### src/rtl/mult_arbiter.sv
// mult_arbiter: round-robin sharing of one Q8.8 sign-magnitude multiplier.
// Define MULT_PIPE_EN to add a PIPE state that re-registers operands.

module mult (
  input  logic [15:0] a_i,
  input  logic [15:0] b_i,
  output logic [31:0] p_o
);

  // Unsigned product of the zero-extended magnitudes
  always_comb p_o = {16'b0, a_i} * {16'b0, b_i};

endmodule

module mult_arbiter #(
  parameter  int NUM_REQ = 4,
  localparam int ID_W    = $clog2(NUM_REQ)
) (
  input  logic                    clk,
  input  logic                    rst_n,
  input  logic [NUM_REQ-1:0]      req_valid,
  output logic [NUM_REQ-1:0]      req_ready,
  input  logic [16*NUM_REQ-1:0]   req_op_a,
  input  logic [16*NUM_REQ-1:0]   req_op_b,
  output logic [NUM_REQ-1:0]      rsp_valid,
  input  logic [NUM_REQ-1:0]      rsp_ready,
  output logic [15:0]             rsp_result,
  output logic                    busy,
  output logic [ID_W-1:0]         grant_id
);

`ifdef MULT_PIPE_EN
  typedef enum logic [1:0] {
    IDLE = 2'd0,
    CALC = 2'd1,
    PIPE = 2'd2,
    RESP = 2'd3
  } state_e;
`else
  typedef enum logic [1:0] {
    IDLE = 2'd0,
    CALC = 2'd1,
    RESP = 2'd3
  } state_e;
`endif

  state_e            state_q, state_d;
  logic [ID_W-1:0]   rr_ptr_q, rr_ptr_d;
  logic [ID_W-1:0]   grant_q, grant_d;
  logic [15:0]       a_q, a_d;
  logic [15:0]       b_q, b_d;
  logic [15:0]       res_q, res_d;
  logic [15:0]       a_sel, b_sel;
  logic [ID_W-1:0]   win;
  logic              found;
  logic [15:0]       src_a, src_b;
  logic [15:0]       m_a, m_b;
  logic [31:0]       prod;
  logic              sign;
  logic              unused_prod;

`ifdef MULT_PIPE_EN
  logic [15:0]       pa_q, pa_d;
  logic [15:0]       pb_q, pb_d;

  assign src_a = pa_q;
  assign src_b = pb_q;
`else
  assign src_a = a_q;
  assign src_b = b_q;
`endif

  assign m_a  = {1'b0, src_a[14:0]};
  assign m_b  = {1'b0, src_b[14:0]};
  assign sign = src_a[15] ^ src_b[15];

  mult u_mult (
    .a_i (m_a),
    .b_i (m_b),
    .p_o (prod)
  );

  assign unused_prod = ^{prod[31:23], prod[7:0]};

  // First valid requester at or after rr_ptr_q, wrapping
  always_comb begin
    int idx;
    idx   = 0;
    found = 1'b0;
    win   = '0;
    for (int k = 0; k < NUM_REQ; k++) begin
      idx = int'(rr_ptr_q) + k;
      if (idx >= NUM_REQ)
        idx = idx - NUM_REQ;
      if (!found && req_valid[idx[ID_W-1:0]]) begin
        found = 1'b1;
        win   = idx[ID_W-1:0];
      end
    end
  end

  // Operands of the winning requester
  always_comb begin
    a_sel = '0;
    b_sel = '0;
    for (int j = 0; j < NUM_REQ; j++) begin
      if (win == ID_W'(j)) begin
        a_sel = req_op_a[16*j +: 16];
        b_sel = req_op_b[16*j +: 16];
      end
    end
  end

  // Next state and datapath register updates
  always_comb begin
    state_d  = state_q;
    rr_ptr_d = rr_ptr_q;
    grant_d  = grant_q;
    a_d      = a_q;
    b_d      = b_q;
    res_d    = res_q;
`ifdef MULT_PIPE_EN
    pa_d     = pa_q;
    pb_d     = pb_q;
`endif
    unique case (state_q)
      IDLE: begin
        if (found) begin
          a_d      = a_sel;
          b_d      = b_sel;
          grant_d  = win;
          rr_ptr_d = (win == ID_W'(NUM_REQ-1))
                     ? '0 : win + 1'b1;
          state_d  = CALC;
        end
      end
`ifdef MULT_PIPE_EN
      CALC: begin
        pa_d    = a_q;
        pb_d    = b_q;
        state_d = PIPE;
      end
      PIPE: begin
        res_d   = {sign, prod[22:8]};
        state_d = RESP;
      end
`else
      CALC: begin
        res_d   = {sign, prod[22:8]};
        state_d = RESP;
      end
`endif
      RESP: begin
        if (rsp_ready[grant_q])
          state_d = IDLE;
      end
      default: state_d = IDLE;
    endcase
  end

  // State and datapath registers
  always_ff @(posedge clk or negedge rst_n) begin
    if (!rst_n) begin
      state_q  <= IDLE;
      rr_ptr_q <= '0;
      grant_q  <= '0;
      a_q      <= '0;
      b_q      <= '0;
      res_q    <= '0;
`ifdef MULT_PIPE_EN
      pa_q     <= '0;
      pb_q     <= '0;
`endif
    end else begin
      state_q  <= state_d;
      rr_ptr_q <= rr_ptr_d;
      grant_q  <= grant_d;
      a_q      <= a_d;
      b_q      <= b_d;
      res_q    <= res_d;
`ifdef MULT_PIPE_EN
      pa_q     <= pa_d;
      pb_q     <= pb_d;
`endif
    end
  end

  // One-hot ready in IDLE, one-hot valid in RESP
  always_comb begin
    req_ready = '0;
    rsp_valid = '0;
    for (int j = 0; j < NUM_REQ; j++) begin
      req_ready[j] = rst_n & found
                   & (state_q == IDLE)
                   & (win == ID_W'(j));
      rsp_valid[j] = (state_q == RESP)
                   & (grant_q == ID_W'(j));
    end
  end

  assign busy       = (state_q != IDLE);
  assign rsp_result = res_q;
  assign grant_id   = grant_q;

endmodule

### config.mk
export PLATFORM = sky130hd
export DESIGN_NAME = mult_arbiter
export DESIGN_NICKNAME = d
export VERILOG_FILES = /design/src/rtl/mult_arbiter.sv
export SDC_FILE = /design/constraint.sdc
export NUM_CORES = 1
export LEC_CHECK = 0
export CAP_MARGIN = 20
export CORE_ASPECT_RATIO = 1.25
export CORE_MARGIN = 1
export CORE_UTILIZATION = 50
export CTS_BUF_LIST = sky130_fd_sc_hd__clkbuf_4 sky130_fd_sc_hd__clkbuf_8 sky130_fd_sc_hd__clkbuf_16
export CTS_CLUSTER_SIZE = 16
export DETAILED_ROUTE_END_ITERATION = 10
export PLACE_DENSITY = 0.74
export SYNTH_ARGS = -nofsm -noshare
export SYNTH_HDL_FRONTEND = slang
export SYNTH_HIERARCHICAL = 1
export SYNTH_SLANG_ARGS = --single-unit
### constraint.sdc
create_clock -name clk -period 6.6 [get_ports clk]
set_clock_uncertainty 0.15 [all_clocks]
set_input_delay 1.98 -clock clk [delete_from_list [all_inputs] [get_ports clk]]
set_output_delay 1.98 -clock clk [all_outputs]
set_load 0.03 [all_outputs]
==> results.ini <==
[status]
status=finished, final reports clean

[sta]
fin_crit_sh_pct=95.4
relSlewSlack_pct=43.4
fmax_mhz=159
rsz0062_at_grt=no
finalSetupViolCount=0
worst_pin_slew_ns=0.847
fin_crit_ns=6.30
hold_viol=0
maxSlewViolCount=0
totalNegativeSetupSlack_ns=0
holdWs_ns=0.357

[layout]
fin_nets=1663
area_delta_synth_final_pct=18.8
fin_util_pct=60.5
drive_gt1_share_pct=4.75

[critical_path]
worstPathCellList=nand2_1 > fa_1 > inv_1 > fa_1 > inv_1 > fa_1 > inv_1 > fa_1 > fa_1 > inv_1 > fa_1 > inv_1 > ha_1 > a21o_1 > and3_1 > a311oi_1 > nand2_1 > a21oi_1 > xnor2_1 > mux2_2
critical-path-slowest-cell=dfrtp_1
crit_arrival_ns=6.35
regToRegEndpoint=rsp_result[13]
endpoint_kind=flip-flop
startpoint_type=flip-flop
reg2reg_depth=20
ff2ff_setup_slack_ns=0.30
worstSetupEndpoint=rsp_result[13]
critPathMaxStageDelay_ns=0.81
r2r-start=b_q[7]
cp_max_fo=17
cpMostUsedCell=fa_1
critPathRequiredTime_ns=6.65
crit_type=reg -> reg
setup.worst_path.start=b_q[7]

[clocking]
clock_latency_ns=0.31
root_buffer=clkbuf_16
cts_buffer_depth=2
cts_made_buffers=5
htreeDepth=2
cts_tree=done
numClockSinks=54
ctsHoldBuffers=0
clk_pin_slew_ns=0.08

[global_route]
grt_max_degree=65
grt_pass1_vias=8995
grt_pass1_wl_um=45100
grt-ovfl-total=0
grt_usage_pct=27.7
grt_antenna_before_repair=1

[routing]
firstDrtPassIters=5
avgViaCountPerCell=5.46
drc=0
vias=8489
wl_um=26900
drt_iter0_drc=450
ant_nets=0
wl_per_cell_um=17.3

[floorplan]
die_w_um=130
rows=58
initial_core_util_pct=50.9
die_area_sq_mm=0.0210
fp.coreArea_sq_mm=0.0201
io_pins=165
die_h_um=162

[placement]
portBuffers=164
place_congestion=0.913
dp_hpwl_um=21500

[min_path]
hold_path_class=reg -> reg
hold_path_depth=1
worstHoldStart=rsp_result[7]

[logic_synthesis]
syn_avg_cell_area_sq_um=8.78
syn_area_sq_mm=0.0102
synth-warning-count=6
syn_inst=1165

[job]
drv_cap=0

[metrics by stage]
step,cells,cell area (sq um),worst slack (ns)
after floorplan,1172,10300,0.797
final,1556,12200,0.305
after global placement,1547,12000,0.500
after CTS,1555,12100,0.349
after detailed placement,1547,12000,0.356
after global routing,1556,12200,0.0239
[registers in the layout (all words and copies together), names as in the netlist]
signal      flops
rr_ptr_q        2
rsp_result     16
state_q         2
grant_id        2
a_q            16
b_q            16
[metal layers]
metal  vias up  track usage [%]  part of all wire (%)
li1       3886                -                     -
met2       350             48.4                    51
met4         0             11.0                   3.9
met1      4190             33.6                    38
met5         -                0                     0
met3        63             4.74                   6.6
[cell usage in the layout (no fill, tap or decap), types with 2 or more instances in the layout]
master           count
a21boi_0             2
a21o_1               8
a21o_2               2
a21oi_1             82
a221o_1             32
a31oi_1             34
a41oi_1              2
and2_1             105
and3_1               9
and4_1               2
buf_4               19
clkbuf_16            5
clkdlybuf4s50_1    159
conb_1               8
dfrtp_1             53
fa_1               168
ha_1                71
ha_2                 2
inv_1              227
mux2_2              15
nand2_1            161
nand3_1              4
nand3b_1            34
nor2_1              14
nor2b_1              4
nor3_1               2
nor3b_1              2
o211ai_1             3
o21ai_0              7
o21bai_1             3
or2_2                3
xnor2_1             12
xor2_1               3
[cell type report]
cell class | count | area [sq um]
fillers | 1792 | 7950
multi-input cells | 816 | 7690
repair buffers | 179 | 1740
flip-flops and latches | 54 | 1350
inverters | 228 | 856
well taps | 270 | 338
clock buffers | 6 | 133
clock inverters | 2 | 37.5
diodes | 1 | 2.50
[critical path, delay by kind of cell, from the launching register on]
family	cells	cell delay [ns]
compound gates	3	0.77
xor+xnor	1	0.10
fa+ha+maj	7	3.34
buf+inv	5	0.25
flops	1	0.81
mux	1	0.27
simple gates	3	0.50
[worst min path at each step]
stage	slack (ns)	to
final	0.36	rsp_result[7]
after global routing	0.38	rsp_result[1]
after CTS	0.36	rsp_result[6]
after detailed placement	0.35	rsp_result[6]
after global placement	0.34	rsp_result[8]
after floorplan	0.35	rr_ptr_q[1]
[repair_timing]
item | CTS | global route
gates resized for setup | 0 | 1
endpoints found under the hold margin | 0 | 0
buffers inserted | 0 | 0
endpoints found under the setup margin | 0 | 1
Power is left out: the tool's default activity adds up to more than one toggle a clock period on the data nets, which glitch-free logic cannot reach.
